`config.mk`:
```
export PLATFORM = sky130hd
export DESIGN_NAME = int_to_fp_arbiter
export DESIGN_NICKNAME = d
export VERILOG_FILES = /design/src/rtl/int_to_fp_arbiter.sv
export SDC_FILE = /design/constraint.sdc
export NUM_CORES = 1
export LEC_CHECK = 0
export CAP_MARGIN = 20
export CORE_MARGIN = 3
export CORE_UTILIZATION = 55
export CTS_BUF_LIST = sky130_fd_sc_hd__clkbuf_4 sky130_fd_sc_hd__clkbuf_8
export CTS_CLUSTER_DIAMETER = 30
export DETAILED_ROUTE_END_ITERATION = 8
export PLACE_DENSITY = 0.87
export SLEW_MARGIN = 10
export SYNTH_ARGS = -nofsm -noshare
export SYNTH_HDL_FRONTEND = slang
export SYNTH_SLANG_ARGS = --single-unit
export TNS_END_PERCENT = 20
```
`constraint.sdc`:
```
create_clock -name clk -period 6.2 [get_ports clk]
set_input_delay 0.62 -clock clk [delete_from_list [all_inputs] [get_ports clk]]
set_output_delay 0.62 -clock clk [all_outputs]
set_load 0.1 [all_outputs]
```
`src/rtl/int_to_fp_arbiter.sv`:
```
// Two-requester round-robin front end for one shared 8-bit int -> 13-bit fp converter.
// The request is captured in IDLE, the conversion result is registered in CONV, and valid pulses after that.
module int_to_fp (
    input  logic [7:0]  int_in,
    output logic [12:0] fp
);
    logic [7:0] mag;
    logic [3:0] exp;
    logic [7:0] frac;

    always_comb begin
        // -128 negates to 8'h80, which is still the correct unsigned magnitude
        mag = int_in[7] ? 8'(~int_in + 8'd1) : int_in;
        exp = 4'd0;
        for (int i = 0; i < 8; i++) begin
            if (mag[i]) exp = 4'(i + 1);
        end
        frac = mag << (4'd8 - exp);
        fp   = {int_in[7], exp, frac};
    end
endmodule

module int_to_fp_arbiter #(
    parameter logic PRIO_INIT = 1'b0
) (
    input  logic        clk,
    input  logic        reset,
    input  logic        req0,
    input  logic [7:0]  int0,
    input  logic        req1,
    input  logic [7:0]  int1,
    output logic        grant0,
    output logic        grant1,
    output logic [12:0] fp_out,
    output logic        valid,
    output logic        src
);
    localparam logic [0:0] S_IDLE = 1'b0;
    localparam logic [0:0] S_CONV = 1'b1;

    logic [0:0]  state_q, state_d;
    logic        prio_q, prio_d;
    logic [7:0]  op_q, op_d;
    logic        src_reg_q, src_reg_d;
    logic        grant0_q, grant0_d;
    logic        grant1_q, grant1_d;
    logic        valid_q, valid_d;
    logic [12:0] fp_q, fp_d;
    logic        src_q, src_d;
    logic        winner;
    logic [12:0] conv_fp;

    int_to_fp u_conv (
        .int_in (op_q),
        .fp     (conv_fp)
    );

    always_comb begin
        state_d   = state_q;
        prio_d    = prio_q;
        op_d      = op_q;
        src_reg_d = src_reg_q;
        grant0_d  = 1'b0;
        grant1_d  = 1'b0;
        valid_d   = 1'b0;
        fp_d      = fp_q;
        src_d     = src_q;
        winner    = 1'b0;
        case (state_q)
            S_IDLE: begin
                if (req0 || req1) begin
                    // prio only matters when both ask; a lone requester always wins
                    winner    = (req0 && req1) ? prio_q : req1;
                    op_d      = winner ? int1 : int0;
                    src_reg_d = winner;
                    grant0_d  = ~winner;
                    grant1_d  = winner;
                    prio_d    = ~winner;
                    state_d   = S_CONV;
                end
            end
            S_CONV: begin
                fp_d    = conv_fp;
                src_d   = src_reg_q;
                valid_d = 1'b1;
                state_d = S_IDLE;
            end
            default: state_d = S_IDLE;
        endcase
    end

    always_ff @(posedge clk) begin
        if (reset) begin
            state_q   <= S_IDLE;
            prio_q    <= PRIO_INIT;
            op_q      <= 8'd0;
            src_reg_q <= 1'b0;
            grant0_q  <= 1'b0;
            grant1_q  <= 1'b0;
            valid_q   <= 1'b0;
            fp_q      <= 13'd0;
            src_q     <= 1'b0;
        end else begin
            state_q   <= state_d;
            prio_q    <= prio_d;
            op_q      <= op_d;
            src_reg_q <= src_reg_d;
            grant0_q  <= grant0_d;
            grant1_q  <= grant1_d;
            valid_q   <= valid_d;
            fp_q      <= fp_d;
            src_q     <= src_d;
        end
    end

    assign grant0 = grant0_q;
    assign grant1 = grant1_q;
    assign valid  = valid_q;
    assign fp_out = fp_q;
    assign src    = src_q;
endmodule

```
==> Word level (Yosys, flattened, before mapping) <==
Index checks and enable logic that the tools add are counted.
{ "classes": {"n_lt_le_gt_ge": 0, "reduce_logical": 4, "n_eq_ne": 0, "div_mod_pow": 0, "addsub": 2, "n_mux": 14, "mul": 0, "shifts": 1, "bitwise": 4} }
{ "ops": {"columns": ["cell", "n"], "rows": [
  ["$mux 8", 2],
  ["$mux 3", 4],
  ["$add 8x1->8 const B", 1],
  ["$not 8->8", 1],
  ["$shl 8x4->8", 1],
  ["$mux 1", 4],
  ["$mux 2", 2],
  ["$mux 4", 1],
  ["$sub 4x4->4 const A", 1],
  ["$not 1->1", 3],
  ["$reduce_or 3->1", 1],
  ["$pmux 1 s2", 1],
  ["$reduce_and 2->1", 1],
  ["$logic_and 1x1->1", 1],
  ["$logic_or 1x1->1", 1]
]} }
{ "word_totals": {"memories": 0, "latchBits": 0, "out_inout_bits": 17, "wordCells": 34, "reg_bits": 28, "ramBits": 0, "in_bits": 20, "romBits": 0} }

==> Depth between registers and ports, before layout <==
Gate-level depths: netlist (run 1).
{ "depth": {"depth_word": 13, "ltp_mapped": 16, "ltp_nobuf": 15} }

==> Hierarchy <==
Synthesis (run 1) repeated with hierarchy kept, for this count alone.
{ "hier_totals": {"cells_unflattened": 226, "hier_area_um2": 1894.3} }
{ "modules_own_cells": {"columns": ["mod", "cells_per_inst", "seq_area_each_um2", "n_inst", "area_per_inst_um2"], "rows": [
  ["int_to_fp_arbiter", 113, 560.5, 1, 1121.1],
  ["int_to_fp", 113, 0.0, 1, 773.2]
]} }

==> Worst setup path after synthesis (run 1) <==
No wires, ideal clock.
{ "synth_path": {"path_kind": "flip-flop to flip-flop", "from": "register op_q[0]", "to": "register fp_q[7], in the netlist fp_out[7]", "arrival_ns": 3.070, "path_buffers": 1, "setup_ns": 0.087, "path_stages_with_launch": 13, "path_slack_ns": 3.042, "period_less_slack_ns": 3.158, "required_time_ns": 6.113, "path_cell_list": "dfxtp_1 > inv_1 > ha_1 > mux2i_1 > nand2_1 > a21boi_1 > o211ai_2 > and2_1 > ha_1 > clkbuf_1 > clkinv_1 > mux4_2 > o31ai_1"} }
{ "synth_between": {"elab_chain_cells": 13} }
{ "synth_lines": {"columns": ["item", "line_no", "source"], "rows": [
  ["from (decl)", "43", "logic [7:0] op_q, op_d;"],
  ["from (signal assigned)", "106", "op_q <= op_d;"],
  ["$not 8->8", "13", "mag = int_in[7] ? 8'(~int_in + 8'd1) : int_in;"],
  ["$add 8x1->8", "13", null],
  ["$mux 8 (*)", "13", null],
  ["$mux 1", "16", "if (mag[i]) exp = 4'(i + 1);"],
  ["$mux 2 (2 in series)", "16", null],
  ["$mux 3 (4 in series)", "16", null],
  ["$mux 4", "16", null],
  ["$sub 4x4->4", "18", "frac = mag << (4'd8 - exp);"],
  ["$shl 8x4->8 (*)", "18", null],
  ["to (signal assigned)", "111", "fp_q <= fp_d;"],
  ["to (decl)", "48", "logic [12:0] fp_q, fp_d;"]
]} }
Mark *: on every way between the ends. The rest lies on a longest branch, timed or not.
A chain may end at the register's enable or synchronous reset.

==> Worst setup path after layout (run 1) <==
Ends and elaborated chain as after synthesis.

==> results of run 1 <==
-- logic make-up (layout without fill, tap and decap cells) --
kind of cell / Yosys count / after routing / share of synthesized area (%)
simple gates: 87 / 87 / 27.1
compound gates: 44 / 44 / 22.1
flops: 28 / 28 / 35.0
buf+inv: 15 / 46 / 4.06
xor+xnor: 8 / 8 / 4.84
mux: 7 / 7 / 5.31
fa+ha+maj: 2 / 2 / 1.56
-- cell usage after synthesis (all sizes together) (2+ instances only) --
cell type	number
a211oi	3
a21oi	5
a311oi	9
a31oi	4
and2	3
and3	2
buf	2
clkbuf	7
dfxtp	28
ha	2
inv	5
mux2	2
mux2i	4
nand2	25
nand2b	8
nand3	11
nand4	3
nor2	22
nor2b	2
nor3	2
nor3b	2
o211ai	5
o21ai	6
o31ai	3
or3	2
or4	2
xnor2	4
xor2	4
-- routing by layer --
layer	vias to the layer above	wire, um	share of wire [%]	global-route usage [%]
li1	758	-	-	-
met1	715	1700	42	31.1
met2	69	2010	49	40.7
met3	6	329	8.1	5.18
met4	0	36	0.88	9.18
met5	-	0	0	0
-- final cells by class --
class / count / area, sq um / area share (%)
repair buffers: 36 / 360 / 17.9
clock buffers: 3 / 22.5 / 1.12
flip-flops and latches: 28 / 561 / 27.9
well taps: 30 / 37.5 / 1.87
multi-input cells: 148 / 976 / 48.6
inverters: 6 / 22.5 / 1.12
clock inverters: 1 / 30.0 / 1.49
-- final timing paths --
check,from,to,slack (ps),cells after the start
setup / recovery,op_q[0],fp_out[7],2630,11
hold / removal,fp_out[1],fp_out[1],470,2
setup reg to reg,op_q[0],fp_out[7],2630,11
hold reg to reg,fp_out[1],fp_out[1],470,2
-- metrics by stage --
step	cell area [sq um]	hold WS (ps)	util [%]	cells	setup slack (ps)
6_report	2010	469	76.9	252	2630
3_3_place_gp	1960	432	74.9	248	2830
5_1_grt	2010	495	76.9	252	2290
3_5_place_dp	1960	445	74.9	248	2720
4_1_cts	2010	466	76.9	252	2680
2_1_floorplan	1600	446	-	191	3040
-- critical path, delay by kind of cell, from the launching register on --
kind,cells,cell delay (ps)
AOI/OAI and AO/OA,2,330
DFF,1,470
and+or+nand+nor,3,660
muxes,1,500
buffers and inverters,2,400
xor gates and xnor gates,1,410
adders and majority gates,2,710
-- state kept, by name (all words and copies together) (netlist names) --
signal	count
fp_out	13
src	1
prio_q	1
op_q	8
src_reg_q	1
grant1	1
grant0	1
state_q	1
valid	1
-- report_power, final --
part | switching (mW) | total, mW | leakage [nW] | internal, mW
combinational | 0.225 | 0.338 | 0.484 | 0.113
clock | 0.0547 | 0.120 | 0.0279 | 0.0654
sequential | 0.0190 | 0.218 | 0.230 | 0.199
total | 0.299 | 0.676 | 0.742 | 0.377
==> run metrics, run 1 <==
Total GRT Usage 24.6%; die area 3600 sq um; drt first-iter violations 174; P_leak 0.742 nW; Syn Nets 213; top cell type by total area after synthesis dfxtp_1; TritonCTS Sinks 28; critical path type flop to flop; worst slew pin tran 1050 ps; Initial Util 61.3%; routed len/inst 16.2 um; filler instances 185; Tcrit/Tclk final 57.6%; Critical Path Sink Type flop; Synth Instances 191; Hold/Removal Path Class flop to flop; main area contributors after synthesis dfxtp_1 35%, nand2_1 5.6%, nor2_1 5.2%; EDFF count, synth 0; CTS resizes 0; Hold Fails Final Rpt 0; DP Wirelength 3110 um; vias in the first global route 1481; WP data required 6460 ps; share of cells above drive strength 1 8.56%; vias per cell 6.14; Worst slew margin 29.5%; Yosys Warn Count 0; Worst path max stage delay 500 ps; antenna cell count 0; Yosys reg bits 28; net count of the finished layout 245; max_cap viols 0; commonest non-fill, non-tap cell in the layout clkdlybuf4s50_1; ANT nets after route 0; GPL Wtd Cong 0.894; Max Fclk 280 MHz; CTS tree yes; ys flop type dfxtp_1; Seq/Total Area, Yosys 35.0%; crit-path cells inv_1, ha_1, nand2b_1, o21ai_2, xnor2_1, nand2_1, and2_1, ha_1, clkinv_1, mux4_2, o31ai_1; H-tree Lvls 1; setup TNS 0 ps; largest net degree at the start of global routing 19; total CTS buffers 3; first-pass GRT wire length 6770 um; Slew Viols, Final 0; cts hold-fix bufs 0; Final setup viols 0; Crit Path Max Fanout 10; Initial DRT Pass Iterations 4; Pwr Total 0.676 mW; I/O pin count 37; power per cell area 336 nW/um^2; Startpoint Class flop; Worst VDD drop 0.320 mV; IO Port Bufs 36; gr ovfl total 0; post-synth top area share 35.0%; Slowest-stage cell, CP mux4_2; DR DRC count 0; status finished clean; Unique masters post-synth 49; initial antenna violation count 0; Area Growth Syn to Fin 25.5%; Syn Std Cell Area 1600 sq um; Setup Skew 4.02 ps; Clock Root Buffer clkbuf_4; Post CTS Setup Buffer Count 0; ys async rst share 0%; Worst-path clk slew 150 ps; worst-skew pair later-pin latency 330 ps; syn_area_per_cell 8.39 sq um; Routed WL 4080 um; RSZ-0062 raised after global routing false; Chip Width 60.0 um; most frequent cells in the layout 36 x clkdlybuf4s50_1, 28 x dfxtp_1, 24 x nand2_1; most frequent CP cell ha_1; Die H 60.0 um; Tmin final 3570 ps; vias 1548; CP Data Arrival Time 3830 ps; placeable core area 2610 sq um; CTS Buffer Depth 2; Std-Cell Rows 18
Note: power is estimated with default switching activity, not from simulation.
==> run 2, diff against run 1 <==
- CORE_UTILIZATION: 55 -> 51
- PLACE_DENSITY: 0.87 -> 0.81
- clock period: 6.2 -> 3.6 ns (I/O delays scaled with it)
==> run metrics, run 2 (synthesis results as in run 1) <==
filler instances 220 (+19%); TritonCTS Sinks 28 (unchanged); R2R cell count 9 (-2); CTS resizes 0 (unchanged); drt first-iter violations 128 (-26%); Initial DRT Pass Iterations 4 (unchanged); routed len/inst 14.9 um (-7.8%); crit path to fp_out[7]; max_cap viols 0 (unchanged); first-pass GRT wire length 6730 um (-0.61%); hold slack 455 ps (-13.8 ps); gr ovfl total 0 (unchanged); net count of the finished layout 248 (+1.2%); Die H 62.0 um (+3.5%); vias in the first global route 1486 (+0.34%); design area 2060 sq um (+2.4%); worst slew pin tran 977 ps (-75.8 ps); share of power burned in registers 31.5% (-0.7 points); Worst-path clk slew 150 ps (about the same); area of the multi-input gates 982 sq um (+0.64%); Final setup viols 0 (unchanged); Tcrit/Tclk final 92.8% (+35 points); antenna cell count 0 (unchanged); Tmin final 3340 ps (-228 ps); CP Data Arrival Time 3600 ps (-230 ps); Chip Width 62.0 um (+3.5%); CTS tree yes; Initial Util 55.7% (-5.6 points); Critical Path Sink Type flop; Post CTS Setup Buffer Count 0 (unchanged); die area 3850 sq um (+7.1%); status finished clean; Routed WL 3990 um (-2.3%); DR DRC count 0 (unchanged); Std-Cell Rows 19 (+1); Slew Viols, Final 0 (unchanged); IO Port Bufs 36 (unchanged); RSZ-0062 raised after global routing false; Startpoint Class flop; CTS Buffer Depth 2 (unchanged); most frequent cells in the layout 36 x clkdlybuf4s50_1, 27 x dfxtp_1, 24 x nand2_1; P_leak 0.754 nW (+1.6%); Int Pwr 0.663 mW (+76%); H-tree Lvls 1 (unchanged); Total GRT Usage 23.5% (-1.1 points); Pwr Total 1.19 mW (+75%); Crit. Startpoint op_q[1]; DP Wirelength 3080 um (-1.1%); vias 1561 (+0.84%); Clock Root Buffer clkbuf_4; WP data required 3860 ps (-2600 ps); Crit Path Max Fanout 10 (unchanged); setup TNS 0 ps (unchanged); GPL Wtd Cong 0.885 (-0.96%); Reg area 562 sq um (+0.22%); reg2reg end fp_out[7]; switching fraction of total power 44.1% (-0.079 points); Psw 0.523 mW (+75%); dpl cell area 1990 sq um (+1.9%); worst-skew pair later-pin latency 340 ps (about the same); worst r2r src op_q[1]; total CTS buffers 3 (unchanged); Hold Fails Final Rpt 0 (unchanged); placeable core area 2880 sq um (+10%); R2R Setup Slk 260 ps (-2370 ps); Area Growth Syn to Fin 28.5%; share of cells above drive strength 1 11.6% (+3.0 points); ANT nets after route 0 (unchanged); critical path type flop to flop; Max Fclk 299 MHz (+6.8%); Setup Skew 5.12 ps (+1.10 ps); I/O pin count 37 (unchanged); hold path start fp_out[1]; cts hold-fix bufs 0 (unchanged); vias per cell 5.85 (-4.8%); Comb pwr share 50.9% (+0.9 points); Hold/Removal Path Class flop to flop; max reg flops 13 (unchanged); Clk network pwr share 17.7% (about the same); initial antenna violation count 0 (unchanged); commonest non-fill, non-tap cell in the layout clkdlybuf4s50_1; Worst VDD drop 0.297 mV (-7.2%); largest net degree at the start of global routing 19 (unchanged); power per cell area 576 nW/um^2 (+71%); Worst slew margin 34.6% (+5.1 points)
run 2: cell count changes in the layout (fill, tap and decap cells not counted), sizes merged:
cell      before  now
buf            0    3
clkinv         1    0
clkinvlp       0    1
run 2: critical path, stage by stage (launching register included):
cell	delay, ps
dfxtp_1	390
o31ai_1	280
xor2_1	480
a21boi_1	300
o211ai_2	190
and2_1	240
ha_2	450
clkinvlp_4	210
mux4_2	470
o31ai_1	260
run 2: cell type report:
class                   count  share of cell area (%)
clock buffers               3                    1.09
clock inverters             1                    1.46
inverters                   6                    1.28
multi-input cells         148                    47.7
flip-flops and latches     28                    27.3
well taps                  42                    2.55
repair buffers             39                    18.6
run 2: per-layer routing:
| layer | track usage [%] | vias to the layer above | part of all wire [%] |
|---|---|---|---|
| met2 | 39.5 | 54 | 52 |
| met1 | 29.8 | 724 | 41 |
| met5 | 0 | - | 0 |
| li1 | - | 773 | - |
| met3 | 3.72 | 10 | 4.8 |
| met4 | 9.70 | 0 | 2.4 |
run 2: through the flow:
step / setup slack, ps / instances / utilization (%)
finish: 258 / 267 / 71.6
global route: 18.9 / 267 / 71.6
CTS: 39.9 / 267 / 71.2
detailed placement: 73.2 / 263 / 69.3
global placement: 323 / 263 / 69.3
floorplan: 442 / 191 / -
run 2: worst min-delay path by stage:
stage           endpoint  slack (ps)  cells after the start
3_5_place_dp   fp_out[1]         440                      2
2_1_floorplan     prio_q         450                      2
5_1_grt        fp_out[1]         480                      2
3_3_place_gp   fp_out[1]         430                      2
6_report       fp_out[1]         460                      2
4_1_cts        fp_out[1]         460                      2
run 2: power groups by stage:
stage                     clock, mW  sequential, mW  combinational, mW
after global routing          0.225           0.379              0.651
after global placement            0           0.377              0.573
after CTS                     0.215           0.373              0.588
final                         0.210           0.373              0.603
after detailed placement          0           0.379              0.584
after floorplan                   0           0.520              0.307
